[src/rtl/imem_loader.sv]
// Boot-time instruction-memory loader: parses a framed byte stream, writes big-endian
// 16-bit words from address 0 and releases the CPU only after the checksum verifies.
module imem_loader #(
    parameter int          ADDR_W = 8,
    parameter logic [7:0]  MAGIC  = 8'hA5
) (
    input  logic              clk,
    input  logic              rst,
    input  logic              start,
    input  logic              in_valid,
    input  logic [7:0]        in_data,
    output logic              in_ready,
    output logic              imem_we,
    output logic [ADDR_W-1:0] imem_addr,
    output logic [15:0]       imem_wdata,
    output logic              cpu_hold,
    output logic              done,
    output logic              error,
    output logic [ADDR_W-1:0] words_loaded
);

    // state   | meaning
    // S_IDLE  | after reset, waiting for start, CPU held
    // S_MAGIC | expecting the magic byte
    // S_LEN   | expecting the word count N
    // S_HI    | expecting high byte of a word
    // S_LO    | expecting low byte of a word, write scheduled on accept
    // S_CSUM  | expecting payload checksum
    // S_DONE  | frame verified, CPU released
    // S_ERR   | frame rejected, CPU held
    typedef enum logic [2:0] {
        S_IDLE, S_MAGIC, S_LEN, S_HI, S_LO, S_CSUM, S_DONE, S_ERR
    } state_t;

    localparam int MAX_N = (2 ** ADDR_W) - 1;

    state_t      state, state_nx;
    logic [7:0]  sum;
    logic [7:0]  len_n;
    logic [7:0]  hi_byte;
    logic        accept;
    logic        last_word;
    logic        len_bad;
    logic        restart;

    assign accept    = in_valid && in_ready;
    assign last_word = (int'(words_loaded) == (int'(len_n) - 1));
    assign len_bad   = (in_data == 8'd0) || (int'(in_data) > MAX_N);
    assign restart   = start && ((state == S_IDLE) || (state == S_DONE) || (state == S_ERR));

    always_ff @(posedge clk or negedge rst) begin
        if (!rst) state <= S_IDLE;
        else      state <= state_nx;
    end

    always_comb begin
        state_nx = state;
        in_ready = 1'b0;
        cpu_hold = 1'b1;
        done     = 1'b0;
        error    = 1'b0;
        case (state)
            S_IDLE:  if (start) state_nx = S_MAGIC;
            S_MAGIC: begin
                in_ready = 1'b1;
                if (in_valid) state_nx = (in_data == MAGIC) ? S_LEN : S_ERR;
            end
            S_LEN: begin
                in_ready = 1'b1;
                if (in_valid) state_nx = len_bad ? S_ERR : S_HI;
            end
            S_HI: begin
                in_ready = 1'b1;
                if (in_valid) state_nx = S_LO;
            end
            S_LO: begin
                in_ready = 1'b1;
                if (in_valid) state_nx = last_word ? S_CSUM : S_HI;
            end
            S_CSUM: begin
                in_ready = 1'b1;
                if (in_valid) state_nx = (in_data == sum) ? S_DONE : S_ERR;
            end
            S_DONE: begin
                done     = 1'b1;
                cpu_hold = 1'b0;
                if (start) state_nx = S_MAGIC;
            end
            S_ERR: begin
                error = 1'b1;
                if (start) state_nx = S_MAGIC;
            end
            default: state_nx = S_IDLE;
        endcase
    end

    // Datapath: the write strobe is a registered single-cycle pulse after each LO byte.
    always_ff @(posedge clk or negedge rst) begin
        if (!rst) begin
            sum          <= 8'd0;
            len_n        <= 8'd0;
            hi_byte      <= 8'd0;
            words_loaded <= '0;
            imem_we      <= 1'b0;
            imem_addr    <= '0;
            imem_wdata   <= 16'd0;
        end else begin
            imem_we <= 1'b0;
            if (restart) begin
                sum          <= 8'd0;
                words_loaded <= '0;
            end
            if (accept) begin
                case (state)
                    S_LEN: len_n <= in_data;
                    S_HI: begin
                        hi_byte <= in_data;
                        sum     <= sum + in_data;
                    end
                    S_LO: begin
                        sum          <= sum + in_data;
                        imem_we      <= 1'b1;
                        imem_addr    <= words_loaded;
                        imem_wdata   <= {hi_byte, in_data};
                        words_loaded <= words_loaded + {{(ADDR_W-1){1'b0}}, 1'b1};
                    end
                    default: ;
                endcase
            end
        end
    end

endmodule

[config.mk]
export PLATFORM = sky130hd
export DESIGN_NAME = imem_loader
export DESIGN_NICKNAME = d
export VERILOG_FILES = /design/src/rtl/imem_loader.sv
export SDC_FILE = /design/constraint.sdc
export NUM_CORES = 1
export LEC_CHECK = 0
export CORE_MARGIN = 8
export CORE_UTILIZATION = 57
export DETAILED_ROUTE_END_ITERATION = 8
export GPL_ROUTABILITY_DRIVEN = 0
export HOLD_SLACK_MARGIN = 0.02
export PLACE_DENSITY = 0.85
export SLEW_MARGIN = 5
export SYNTH_ARGS = -nofsm -noshare
export SYNTH_HDL_FRONTEND = slang
export SYNTH_SLANG_ARGS = --single-unit
[constraint.sdc]
create_clock -name clk -period 5.8 [get_ports clk]
set_input_delay 0.87 -clock clk [delete_from_list [all_inputs] [get_ports clk]]
set_output_delay 0.87 -clock clk [all_outputs]
set_load 0.1 [all_outputs]
==> results of run 1 <==
cell families after synthesis:
family          count (synthesis)
flops                          60
compound gates                 40
fa+ha+maj                      10
buf+inv                        21
mux                            42
xor+xnor                       15
simple gates                   77
worst max-delay path, stage by stage, from the launching register on:
cell and delay [ns]:
sky130_fd_sc_hd__dfrtp_1 0.58, sky130_fd_sc_hd__nand2_1 0.16, sky130_fd_sc_hd__or2_2 0.31, sky130_fd_sc_hd__inv_1 0.05
sky130_fd_sc_hd__clkdlybuf4s50_1 1.12
area by class of cell:
cell class / count / area, µm²
Tap cell: 70 / 87.6
Fill cell: 364 / 1310
Inverter: 10 / 37.5
Timing Repair Buffer: 51 / 498
Multi-Input combinational cell: 184 / 1390
Clock inverter: 6 / 111
Clock buffer: 10 / 138
Sequential cell: 60 / 1500
routing by layer:
layer  vias up  share of wire, %  track usage (%)
li1       1043                 -                -
met1      1098                43             23.7
met2        83                47             28.8
met3        21               7.6             5.01
met4         0               2.8             11.5
met5         -                 0                0
state kept, by name, summed over array words and instances, names as in the netlist:
register / flops
len_n: 8
imem_addr: 8
imem_wdata: 16
state: 3
words_loaded: 8
imem_we: 1
sum: 8
hi_byte: 8
metrics by stage:
step	hold slack (ns)	setup slack (ns)	area, µm²
2_1_floorplan	0.444	3.12	2980
3_3_place_gp	0.481	2.78	3520
3_5_place_dp	0.480	2.71	3520
4_1_cts	0.500	2.36	3770
5_1_grt	0.519	2.26	3770
6_report	0.501	2.37	3770
Yosys cell counts (3+ instances only):
library cell,n,area (µm²)
sky130_fd_sc_hd__dfrtp_1,60,1500
sky130_fd_sc_hd__mux2_2,37,417
sky130_fd_sc_hd__nand2_1,22,82.6
sky130_fd_sc_hd__nor2_1,15,56.3
sky130_fd_sc_hd__o21ai_0,13,65.1
sky130_fd_sc_hd__inv_1,10,37.5
sky130_fd_sc_hd__xnor2_1,10,87.6
sky130_fd_sc_hd__ha_1,9,113
sky130_fd_sc_hd__buf_2,8,40.0
sky130_fd_sc_hd__nand3_1,8,40.0
sky130_fd_sc_hd__nor3_1,6,30.0
sky130_fd_sc_hd__a21oi_1,5,25.0
sky130_fd_sc_hd__and3_1,5,31.3
sky130_fd_sc_hd__mux2i_1,5,50.1
sky130_fd_sc_hd__xor2_1,5,43.8
sky130_fd_sc_hd__a21boi_1,3,22.5
sky130_fd_sc_hd__a22o_1,3,26.3
sky130_fd_sc_hd__clkbuf_1,3,11.3
sky130_fd_sc_hd__nand4_1,3,18.8
cell usage in the layout (no fill, tap or decap), drive strengths merged, types with 2 or more instances in the layout:
master / Yosys / routed
dfrtp: 60 / 60
clkdlybuf4s50: 0 / 47
mux2: 37 / 37
nand2: 22 / 22
nor2: 15 / 15
o21ai: 15 / 15
inv: 10 / 10
xnor2: 10 / 10
clkbuf: 3 / 10
ha: 9 / 9
nand3: 8 / 8
nor3: 7 / 7
and3: 5 / 5
mux2i: 5 / 5
a21oi: 5 / 5
xor2: 5 / 5
buf: 8 / 4
nand4: 3 / 3
a21boi: 3 / 3
a22o: 3 / 3
bufinv: 0 / 3
nor4: 3 / 3
or2: 2 / 2
or3: 2 / 2
nor2b: 2 / 2
o21a: 2 / 2
a31oi: 2 / 2
nor3b: 2 / 2
clkinv: 0 / 2
report_power, final:
part	internal [W]	switching [W]
clock	0.000297	0.000166
combinational	0.000363	0.000804
sequential	0.000560	0.000123
total	0.00122	0.00109
path summary, 6_finish.rpt:
kind | slack [ns] | depth (start not counted) | startpoint | endpoint
max | 2.37 | 4 | state[1]$_DFFE_PN0P_ | done
min | 0.50 | 2 | sum[4]$_DFF_PN0_ | sum[4]$_DFF_PN0_
max reg2reg | 3.75 | 9 | sum[0]$_DFF_PN0_ | sum[6]$_DFF_PN0_
min reg2reg | 0.50 | 2 | sum[4]$_DFF_PN0_ | sum[4]$_DFF_PN0_
max in group asynchronous | 4.65 | 2 | rst | hi_byte[4]$_DFFE_PN0P_
min in group asynchronous | 0.68 | 2 | rst | sum[6]$_DFF_PN0_
==> impl_summary.txt, run 1 <==
----------------------------------------------------
[Status]
  Outcome ... finished clean

[Synth]
  Xor/xnor share of the synthesized area ... 4.40%
  Synthesized flop and latch total ... 60
  Main combinational cell family by area after synthesis ... multiplexers
  Multiplexer share of the synthesized area ... 15.6%
  Post-synth top flop ... sky130_fd_sc_hd__dfrtp_1
  Synthesized-area fraction occupied by ao, oa, aoi and oai cells ... 8.85%
  Post-synthesis area per instance ... 11.3 µm²
  Count of flip-flops with a built-in enable after synthesis ... 0
  Number of warnings printed during yosys synthesis ... 0
  Proportion of synthesized chip area in sequential cells ... 50.3%
  Synth Net Count ... 287
  Adder-Cell Fraction of Synth Area ... 4.45%
  Share of synthesized flip-flops with an asynchronous set or reset ... 100%
  Synth Instances ... 265
  Number of distinct library cell variants in the gate-level netlist after synthesis ... 47
  Area fraction in and, or, nand and nor cells after synthesis ... 13.3%
  Post-synth design cell area ... 2980 µm²

[CTS]
  Clock transition time at the flip-flop clock pins of the worst setup and hold paths ... 0.07 ns
  Worst-Skew Late Latency ... 0.34 ns
  Root buffer selected by CTS ... sky130_fd_sc_hd__clkbuf_8
  Number of buffers added for setup after CTS ... 0
  Number of buffers between clock root and the deepest sink ... 2
  CTS tree ... done
  CTS H-tree depth ... 3
  Hold buffer count at CTS ... 0
  CTS-repair resized insts ... 0
  Number of clock buffers inserted by TritonCTS ... 9
  Number of clock sinks ... 60

[Placed design]
  Count of buffers inserted at the top-level ports ... 48
  Post-placement cell count ... 375
  Placed wire-length estimate after detailed placement ... 4610 µm

[Detailed routing]
  Total vias in the final route ... 2245
  Number of design-rule violations left by the first detailed-router iteration ... 128
  DRC violation count after routing ... 0
  Count of nets left with antenna violations after detail routing ... 0
  Number of vias per cell after detailed routing ... 5.74
  Iteration count of the initial detailed-routing pass ... 4
  Wirelength per Cell ... 17.2 µm
  Routed Wire Length ... 6740 µm

[Worst setup path]
  Worst setup SP type ... flop
  Nature of the critical path endpoint ... primary output
  Required time reported for the critical path endpoint ... 4.93 ns
  Worst-path maximum fanout ... 13
  Critical setup path kind ... reg -> out
  Critical Path AT ... 2.56 ns

[Floorplan]
  Count of boundary I/O pins ... 49
  Die area ... 7800 µm²
  Total number of placement rows ... 26
  Die X-Extent ... 88.3 µm
  DIE HEIGHT ... 88.3 µm
  Effective utilization at floorplan ... 58.8%
  Core Footprint ... 5070 µm²

[Timing]
  RSZ-0062 raised after global routing ... false
  Shortest clock period the worst path allows after layout ... 3.43 ns
  Sum of negative setup slack ... 0 ns
  Final Cycle Share ... 59.1%
  Tightest Pin Transition ... 0.993 ns
  Headroom to the max-slew limit ... 33.6%
  Final setup violating endpoints ... 0
  Clock tree skew after final layout ... 0.00422 ns
  Final max-slew violation count ... 0
  Number of hold-slack violations in the final timing report ... 0
  Highest clock rate ... 292 MHz

[Cells and area]
  Fraction of final layout cells sized beyond drive strength 1 ... 19.6%
  Relative area change from synthesis to final layout ... 26.3%
  Post-route core utilization ... 74.2%
  # diodes ... 0
  Final net count ... 338
  Final cell count without fillers ... 391

[GRT]
  Vias in the first global route ... 2248
  Congestion Overflow GR ... 0
  First-pass GRT wire length ... 11200 µm
  Largest net degree at the start of global routing ... 61
  Initial antenna violation count ... 0
  GRT Resource Usage Total ... 19.0%

[Pwr]
  Ratio of total power to cell area ... 614 nW/µm²
  Total chip power ... 0.00231 W
  Static leakage ... 1.66 nW
  Worst ir drop on vdd ... 0.755 mV

[Job]
  Maxcap violations ... 0

[Hold path]
  Class of the tightest hold or removal check ... reg -> reg

----------------------------------------------------
Note: power is estimated with default switching activity, not from simulation.
==> run 2, diff against run 1 <==
--- a/config.mk
+++ b/config.mk
@@ -6,11 +6,11 @@
 export NUM_CORES = 1
 export LEC_CHECK = 0
 export CORE_MARGIN = 8
-export CORE_UTILIZATION = 57
+export CORE_UTILIZATION = 53
 export DETAILED_ROUTE_END_ITERATION = 8
 export GPL_ROUTABILITY_DRIVEN = 0
 export HOLD_SLACK_MARGIN = 0.02
-export PLACE_DENSITY = 0.85
+export PLACE_DENSITY = 0.79
 export SLEW_MARGIN = 5
 export SYNTH_ARGS = -nofsm -noshare
 export SYNTH_HDL_FRONTEND = slang
==> constraint.sdc (replaced) <==
create_clock -name clk -period 3.5 [get_ports clk]
set_input_delay 0.525 -clock clk [delete_from_list [all_inputs] [get_ports clk]]
set_output_delay 0.525 -clock clk [all_outputs]
set_load 0.1 [all_outputs]
==> run 2 against run 1 <==
  * Flip-flop and latch count unchanged
  * Design area decreased by 1.4%
  * Clock skew is 0.0039 ns higher
  * Core utilization decreased by 6.4 points
  * Critical endpoint is now cpu_hold
==> impl_summary.txt, run 2 (same netlist as run 1, synthesis figures left out) <==
----------------------------------------------------
[Worst setup path]
  Critical setup path kind ... reg -> out
  Required time reported for the critical path endpoint ... 2.97 ns
  Nature of the critical path endpoint ... primary output
  Worst setup SP type ... flop
  Critical Path AT ... 2.39 ns
  Worst-path maximum fanout ... 13
  Reg2Reg Setup Slack ... 1.44 ns

[Cells and area]
  Fraction of final layout cells sized beyond drive strength 1 ... 20.5%
  Number of fillers in the final layout ... 438
  Most common cell after layout, fill and taps aside ... sky130_fd_sc_hd__dfrtp_1
  Largest register FFs ... 16
  # diodes ... 0
  Relative area change from synthesis to final layout ... 24.5%
  Final cell count without fillers ... 394
  Final net count ... 339
  Register containing the most flip-flops in the final layout ... imem_wdata
  Commonest non-fill, non-tap cells in the layout ... 60 x sky130_fd_sc_hd__dfrtp_1, 44 x sky130_fd_sc_hd__clkdlybuf4s50_1, 37 x sky130_fd_sc_hd__mux2_2
  Post-route core utilization ... 67.8%

[Timing]
  Final max-slew violation count ... 0
  RSZ-0062 raised after global routing ... false
  Highest clock rate ... 343 MHz
  Sum of negative setup slack ... 0 ns
  Final Cycle Share ... 83.2%
  Final setup violating endpoints ... 0
  Shortest clock period the worst path allows after layout ... 2.91 ns
  Number of hold-slack violations in the final timing report ... 0
  Headroom to the max-slew limit ... 34.5%
  Tightest Pin Transition ... 0.980 ns
  Clock tree skew after final layout ... 0.00809 ns

[Floorplan]
  Die X-Extent ... 91.0 µm
  DIE HEIGHT ... 91.0 µm
  Count of boundary I/O pins ... 49
  Total number of placement rows ... 27
  Effective utilization at floorplan ... 54.5%
  Core Footprint ... 5470 µm²
  Die area ... 8280 µm²

[Detailed routing]
  Count of nets left with antenna violations after detail routing ... 0
  DRC violation count after routing ... 0
  Routed Wire Length ... 6790 µm
  Total vias in the final route ... 2226
  Number of vias per cell after detailed routing ... 5.65
  Number of design-rule violations left by the first detailed-router iteration ... 147
  Wirelength per Cell ... 17.2 µm
  Iteration count of the initial detailed-routing pass ... 4

[Placed design]
  Post-placement cell count ... 378
  Placed wire-length estimate after detailed placement ... 4750 µm
  Count of buffers inserted at the top-level ports ... 48

[GRT]
  First-pass GRT wire length ... 11700 µm
  Congestion Overflow GR ... 0
  Vias in the first global route ... 2312
  Largest net degree at the start of global routing ... 35
  Initial antenna violation count ... 0
  GRT Resource Usage Total ... 17.5%

[CTS]
  CTS tree ... done
  Hold buffer count at CTS ... 0
  CTS H-tree depth ... 3
  CTS-repair resized insts ... 0
  Number of clock sinks ... 60
  Worst-Skew Late Latency ... 0.33 ns
  Number of buffers added for setup after CTS ... 0
  Number of buffers between clock root and the deepest sink ... 2
  Number of clock buffers inserted by TritonCTS ... 9
  Clock transition time at the flip-flop clock pins of the worst setup and hold paths ... 0.07 ns
  Root buffer selected by CTS ... sky130_fd_sc_hd__clkbuf_8

[Hold path]
  Class of the tightest hold or removal check ... in -> async

[Pwr]
  Worst ir drop on vdd ... 0.759 mV
  Static leakage ... 1.64 nW
  Total chip power ... 0.00367 W
  Ratio of total power to cell area ... 987 nW/µm²

[Job]
  Maxcap violations ... 0

[Status]
  Outcome ... finished clean

----------------------------------------------------
run 2: path summary, 6_finish.rpt:
check,to,start,cells past startpoint
min,words_loaded[3]$_DFF_PN0_,rst,1
max reg2reg,state[1]$_DFFE_PN0P_,len_n[0]$_DFFE_PN0P_,8
max,cpu_hold,state[1]$_DFFE_PN0P_,3
min in group clk,sum[4]$_DFF_PN0_,sum[4]$_DFF_PN0_,2
min reg2reg,sum[4]$_DFF_PN0_,sum[4]$_DFF_PN0_,2
max in group asynchronous,len_n[0]$_DFFE_PN0P_,rst,2
run 2: cell type report:
class | instances | area, µm² | share of cell area [%]
clock inverters | 6 | 65.1 | 1.75
repair buffers | 52 | 498 | 13.4
inverters | 10 | 37.5 | 1.01
flip-flops and latches | 60 | 1500 | 40.4
well taps | 72 | 90.1 | 2.43
clock buffers | 10 | 128 | 3.44
multi-input cells | 184 | 1390 | 37.5
run 2: routing by layer:
metal / vias to the layer above / share of wire [%] / global-route usage [%]
li1: 1058 / - / -
met2: 61 / 48 / 27.3
met5: - / 0 / 0
met4: 0 / 1.7 / 8.19
met3: 12 / 5.3 / 4.86
met1: 1095 / 45 / 22.1
run 2: critical path, stage by stage, from the launching register on:
cell and delay, ns:
sky130_fd_sc_hd__dfrtp_1 0.60, sky130_fd_sc_hd__nand2_1 0.17, sky130_fd_sc_hd__or2_2 0.31, sky130_fd_sc_hd__clkdlybuf4s50_1 0.97
run 2: per-stage QoR:
step	hold WS (ns)	area (µm²)	worst slack, ns
2_1_floorplan	0.229	2980	1.17
3_3_place_gp	0.481	3520	0.807
3_5_place_dp	0.478	3520	0.742
4_1_cts	0.284	3710	0.604
5_1_grt	0.334	3710	0.509
6_report	0.262	3710	0.588
run 2: where the power goes:
| part | switching [W] | internal (W) |
|---|---|---|
| logic | 0.00132 | 0.000595 |
| registers | 0.000215 | 0.000929 |
| clock network | 0.000276 | 0.000329 |
